--- src/rtl/fft_pair_commutator.sv ---
// Input commutator for a radix-2 butterfly: buffers the first half of each
// block and pairs x[k] with x[k+HALF_SIZE] as the second half streams in.
module fft_pair_commutator #(
  parameter int VIRTUAL_DATA_WIDTH = 18,
  parameter int HALF_SIZE          = 8
) (
  input  logic                                 clk,
  input  logic                                 rst_n,
  input  logic                                 sync_clear,
  input  logic                                 in_valid,
  input  logic signed [VIRTUAL_DATA_WIDTH-1:0] real_in,
  input  logic signed [VIRTUAL_DATA_WIDTH-1:0] imag_in,
  output logic                                 pair_valid,
  output logic signed [VIRTUAL_DATA_WIDTH-1:0] real_out0,
  output logic signed [VIRTUAL_DATA_WIDTH-1:0] imag_out0,
  output logic signed [VIRTUAL_DATA_WIDTH-1:0] real_out1,
  output logic signed [VIRTUAL_DATA_WIDTH-1:0] imag_out1,
  output logic [$clog2(HALF_SIZE)-1:0]         pair_index,
  output logic                                 pair_first,
  output logic                                 pair_last
);

  localparam int W  = VIRTUAL_DATA_WIDTH;
  localparam int IW = $clog2(HALF_SIZE);

  typedef enum logic {FILL, PAIR} state_t;

  state_t          state_q, state_d;
  logic [IW-1:0]   cnt_q, cnt_d;
  logic            pv_q, pv_d;
  logic            pf_q, pf_d;
  logic            pl_q, pl_d;
  logic [IW-1:0]   idx_q, idx_d;
  logic [W-1:0]    r0_q, r0_d, i0_q, i0_d;
  logic [W-1:0]    r1_q, r1_d, i1_q, i1_d;
  logic [2*W-1:0]  mem_q [HALF_SIZE];
  logic            wr_en;
  logic            cnt_last;

  assign cnt_last = (cnt_q == IW'(HALF_SIZE - 1));

  always_comb begin
    state_d = state_q;
    cnt_d   = cnt_q;
    pv_d    = 1'b0;
    pf_d    = 1'b0;
    pl_d    = 1'b0;
    idx_d   = idx_q;
    r0_d    = r0_q;
    i0_d    = i0_q;
    r1_d    = r1_q;
    i1_d    = i1_q;
    wr_en   = 1'b0;
    if (sync_clear) begin
      state_d = FILL;
      cnt_d   = '0;
    end else if (in_valid) begin
      cnt_d = cnt_last ? '0 : cnt_q + 1'b1;
      if (state_q == FILL) begin
        wr_en = 1'b1;
        if (cnt_last) state_d = PAIR;
      end else begin
        {i0_d, r0_d} = mem_q[cnt_q];
        r1_d  = real_in;
        i1_d  = imag_in;
        idx_d = cnt_q;
        pv_d  = 1'b1;
        pf_d  = (cnt_q == '0);
        pl_d  = cnt_last;
        if (cnt_last) state_d = FILL;
      end
    end
  end

  always_ff @(posedge clk or negedge rst_n) begin
    if (!rst_n) begin
      state_q <= FILL;
      cnt_q   <= '0;
      pv_q    <= 1'b0;
      pf_q    <= 1'b0;
      pl_q    <= 1'b0;
      idx_q   <= '0;
      r0_q    <= '0;
      i0_q    <= '0;
      r1_q    <= '0;
      i1_q    <= '0;
    end else begin
      state_q <= state_d;
      cnt_q   <= cnt_d;
      pv_q    <= pv_d;
      pf_q    <= pf_d;
      pl_q    <= pl_d;
      idx_q   <= idx_d;
      r0_q    <= r0_d;
      i0_q    <= i0_d;
      r1_q    <= r1_d;
      i1_q    <= i1_d;
    end
  end

  // Sample storage is intentionally left unreset
  always_ff @(posedge clk) begin
    if (wr_en) mem_q[cnt_q] <= {imag_in, real_in};
  end

  assign pair_valid = pv_q;
  assign pair_first = pf_q;
  assign pair_last  = pl_q;
  assign pair_index = idx_q;
  assign real_out0  = r0_q;
  assign imag_out0  = i0_q;
  assign real_out1  = r1_q;
  assign imag_out1  = i1_q;

endmodule

--- config.mk ---
export PLATFORM = sky130hd
export DESIGN_NAME = fft_pair_commutator
export DESIGN_NICKNAME = d
export VERILOG_FILES = /design/src/rtl/fft_pair_commutator.sv
export SDC_FILE = /design/constraint.sdc
export NUM_CORES = 1
export LEC_CHECK = 0
export BUFFER_PORTS_ARGS = -buffer_cell sky130_fd_sc_hd__buf_2
export CAP_MARGIN = 30
export CORE_UTILIZATION = 59
export CTS_CLUSTER_DIAMETER = 100
export DETAILED_ROUTE_END_ITERATION = 12
export PLACE_DENSITY = 0.77
export SYNTH_ARGS = -nofsm -noshare
export SYNTH_HDL_FRONTEND = slang
export SYNTH_SLANG_ARGS = --single-unit
--- constraint.sdc ---
create_clock -name clk -period 3.2 [get_ports clk]
set_input_delay 0.16 -clock clk [delete_from_list [all_inputs] [get_ports clk]]
set_output_delay 0.16 -clock clk [all_outputs]
set_load 0.005 [all_outputs]
After elaboration in Yosys (flattened, before gate mapping)
Memory sizes are Yosys's and may differ from the RTL's. A register that Yosys moved wholly into a read port is not among the register bits. Index checks and enable logic that the tools add are counted.

Add/subtract/negate cells: 1. Multiply operators: 0. Div/mod/pow operators: 0. Magnitude comparators: 0. Equal/unequal tests: 1. Shifts and indexed selects: 0. Multiplexer cells: 22. Bitwise logic cells: 1. Reduce and logical (&&, ||, !) cells: 4.

Operators by type and width (number): 1-bit 2-to-1 mux (19); 3-bit 2-to-1 mux (3); 3-bit by 1-bit adder with 3-bit output (second input constant) (1); 3-bit == test (second input constant) (1); 3-bit zero test (1); 3-bit AND reduction (1); 2-bit nonzero test (1); 1-bit zero test (1); 1-bit NOT (1).

Register bits: 46. Bits in latches: 0. Bits in writable memories: 288. Bits in read-only memories: 0. Input bits: 40. Output and inout port bits: 78. Word-level logic and storage cells: 38. Memories: 1.

Memories: mem_q (depth 8, width 36, read ports 1, clocked after Yosys merged registers in 1, write ports 1, line 36) `logic [2*W-1:0] mem_q [HALF_SIZE];`.

Longest topological paths before layout
Word-level depth: 5. Depth in mapped cells: 7. Mapped depth without buffers: 5.

Worst setup path before layout
Ideal clock, no wire load.

Path type: flip-flop to flip-flop. Start: reg cnt_q[0]. End: mem mem_q[0][0] in the netlist's numbering, enable pin. Setup time: 0.430 ns. Arrival: 2.502 ns. Required time: 2.770 ns. Path slack: 0.268 ns. Stages on the path, launching flop included: 7. Path buffers: 3. Period minus slack after synthesis: 2.932 ns. Path through: dfrtp_1 -> buf_4 -> buf_6 -> buf_6 -> inv_1 -> nand2_1 -> nor2_1.

RTL lines: start, declared (line 29) `logic [IW-1:0] cnt_q, cnt_d;`; start signal, assigned (line 89) `cnt_q <= cnt_d;`; end, declared (line 36).

No word-level cell before the write port.

Worst setup path in the final report
Start: reg cnt_q[1]. End: mem mem_q[0][18] in the netlist's numbering, enable pin.

No word-level cell before the write port.

==> impl_metrics.yaml <==
sta:
  rsz0062_at_grt: "no"
  fin_skew_ns: 0.0179
  slew_viol_final: 0
  setup_viol: 0
  final.setup.worst_slack_ns: 0.875
  min_period_over_period_pct: 72.7
  finalHoldViolations: 0
  period_needed_ns: 2.33
  tightest_slew_ns: 0.913
  fmax_mhz: 430
  max_slew_margin_pct: 39.2
  tns_ns: 0
synthesis:
  synth.most_common_cell: "edfxtp_1"
  yosysSeqAreaShare_pct: 74.5
  yosysWarnings: 0
  synth-edff-count: 288
  ys_seq_elements: 370
  synth_commonest_cells: "288 x edfxtp_1, 147 x mux2i_1, 82 x dfrtp_1"
  synth_top_area_share_pct: 60.2
  syn-cell-area_mm2: 0.0144
  synthDistinctLibCells: 24
  synth.area.top_cells: "edfxtp_1 60%, dfrtp_1 14%, mux2i_1 10%"
  synth_top_area_cell: "edfxtp_1"
  syn_nets: 822
  synth.avg_cell_area_um2: 18.5
  synthArstFlopShare_pct: 22.2
  syn_inst: 778
  synth_ff_type: "edfxtp_1"
drt:
  wl_per_cell_um: 22.3
  wirelength_um: 28800
  dr_total_vias: 7503
  drt-pass1-iter-count: 4
  viasPerCell: 5.80
  drt_iter0_drc: 541
  ant_nets: 0
  drc: 0
status:
  status: "completed"
placement:
  gp_congestion: 0.739
  hpwl_um: 15700
  numPortBuffers: 117
  pre_cts_ws_ns: 0.899
clocking:
  path_clk_slew_ns: 0.06
  cts_resized: 0
  clk_latency_ns: 0.53
  clockBufferDepth: 3
  cts_inserted_buffers: 37
  root_buffer: "clkbuf_16"
  tritoncts: "done"
  h-tree-depth: 2
  clock-sinks: 370
setup_path:
  start_kind: "register"
  rr_endpoint: "mem_q[0][18]$_DFFE_PP_"
  critical_path_class: "reg -> reg"
  worst_ep_arrival_time_ns: 2.54
  reg2reg_depth: 3
  crit_required_ns: 3.42
  cp_max_fo: 21
  r2r_start: "cnt_q[1]$_DFFE_PN0P_"
  critPathMaxStageDelay_ns: 0.65
  path_cells: "or2_2 > nor2_4 > buf_4"
  end_kind: "register"
  reg2reg_slack_ns: 0.87
  cp_slowest_cell: "nor2_4"
pwr:
  switching_share_pct: 20.8
  switchingPower_mw: 2.05
  cellLeakagePower_nw: 6.32
  power.internal_mw: 7.81
  power_density_mw_per_mm2: 590
  p_comb_share_pct: 5.4
  pwr-share-clk_pct: 41.3
  p_total_mw: 9.87
  peakVddDrop_mv: 0.432
  p_seq_share_pct: 53.3
finish:
  nets: 990
  syn_to_final_growth_pct: 16.4
  layout-drive-gt1-share_pct: 23.9
  n_antenna_cell: 0
  nFillCells: 1516
global_routing:
  grt_pass1_vias: 7848
  grt_antenna_before_repair: 0
  grt_start_max_net_pins: 105
  grt_pass1_wl_um: 44100
  grt_overflow: 0
  grtUsageTotal_pct: 24.3
floorplan:
  die_w_um: 158
  design.core.area_mm2: 0.0237
  start_util_pct: 60.7
  die_area_mm2: 0.0250
  die_h_um: 158
  design.portCount: 118
  num_rows: 56
job:
  maxCapViolations: 0
min_path:
  hold_class: "in -> async"
-- worst max-delay path, delay by kind of cell, from the launching register on --
family | cells | cell delay, ns
flops | 1 | 0.47
buf+inv | 1 | 0.31
simple gates | 2 | 1.23
-- metrics by stage --
stage / util [%] / cells / hold slack [ns] / area, um2
floorplan: - / 778 / -0.136 / 14400
global placement: 64.1 / 1187 / 0.340 / 15200
detailed placement: 64.1 / 1187 / 0.354 / 15200
CTS: 70.7 / 1294 / 0.340 / 16700
global route: 70.7 / 1294 / 0.398 / 16700
finish: 70.7 / 1294 / 0.308 / 16700
-- area by class of cell --
type	instances	area (um2)	share of cell area, %
Multi-Input combinational cell	359	3260	19.5
Inverter	2	7.51	0.0449
Clock buffer	54	1080	6.47
Clock inverter	14	72.6	0.434
Timing Repair Buffer	176	1200	7.19
Sequential cell	370	10700	64.0
Tap cell	319	399	2.39
-- registers in the layout, summed over array words and instances (netlist names) --
| signal | count |
|---|---|
| cnt_q | 3 |
| imag_out0 | 18 |
| imag_out1 | 18 |
| mem_q | 288 |
| pair_first | 1 |
| pair_index | 3 |
| pair_last | 1 |
| pair_valid | 1 |
| real_out0 | 18 |
| real_out1 | 18 |
| state_q | 1 |
-- cells by family (layout without fill, tap and decap cells) --
| family | Yosys count | in the layout | share of synthesized area [%] |
|---|---|---|---|
| DFF | 370 | 370 | 74.5 |
| AOI/OAI and AO/OA | 109 | 109 | 5.99 |
| adders and majority gates | 4 | 4 | 0.348 |
| muxes | 186 | 186 | 14.1 |
| buffers and inverters | 49 | 246 | 3.32 |
| and+or+nand+nor | 60 | 60 | 1.79 |
-- power by group through the flow --
stage / clock [mW] / combinational (mW) / sequential [mW]
5_1_grt: 4.31 / 0.571 / 5.26
3_5_place_dp: 0 / 0.491 / 5.36
2_1_floorplan: 0 / 0.346 / 5.36
3_3_place_gp: 0 / 0.482 / 5.36
4_1_cts: 4.12 / 0.533 / 5.26
6_report: 4.08 / 0.528 / 5.26
-- routing by layer --
metal,vias to the layer above,share of wire (%),routed length [um],GRT usage [%]
li1,3383,-,-,-
met1,3830,41,11900,31.1
met2,239,51,14700,41.7
met3,51,5.4,1560,4.71
met4,0,2.4,703,8.24
met5,-,0,0,0
-- worst max-delay path by stage --
stage                               startpoint                     end  slack [ns]
after CTS                 cnt_q[1]$_DFFE_PN0P_  mem_q[0][34]$_DFFE_PP_        0.85
after floorplan           cnt_q[0]$_DFFE_PN0P_   mem_q[0][0]$_DFFE_PP_        0.27
after global placement    cnt_q[1]$_DFFE_PN0P_  mem_q[0][34]$_DFFE_PP_        0.94
after detailed placement  cnt_q[1]$_DFFE_PN0P_  mem_q[0][26]$_DFFE_PP_        0.90
final                     cnt_q[1]$_DFFE_PN0P_  mem_q[0][18]$_DFFE_PP_        0.87
after global routing       state_q$_DFFE_PN0P_  mem_q[0][14]$_DFFE_PP_        0.80
-- cell usage in the layout, fill, tap and decap left out, drive strengths merged --
| cell | instances |
|---|---|
| dfrtp | 82 |
| nand2 | 3 |
| mux2i | 147 |
| a31oi | 36 |
| buf | 137 |
| edfxtp | 288 |
| clkbuf | 54 |
| clkinv | 12 |
| nor2 | 48 |
| dlygate4sd3 | 39 |
| nor3b | 1 |
| inv | 3 |
| a21oi | 1 |
| nand2b | 3 |
| ha | 4 |
| mux2 | 39 |
| o22a | 72 |
| nand3b | 1 |
| and3b | 3 |
| clkinvlp | 1 |
| or2 | 1 |
-- timing repair --
action,4_1_cts,5_1_grt
hold buffers,39,0
setup buffers,0,0
endpoints found under the setup margin,0,0
endpoints found under the hold margin,371,0
Note: power is estimated with default switching activity, not from simulation.
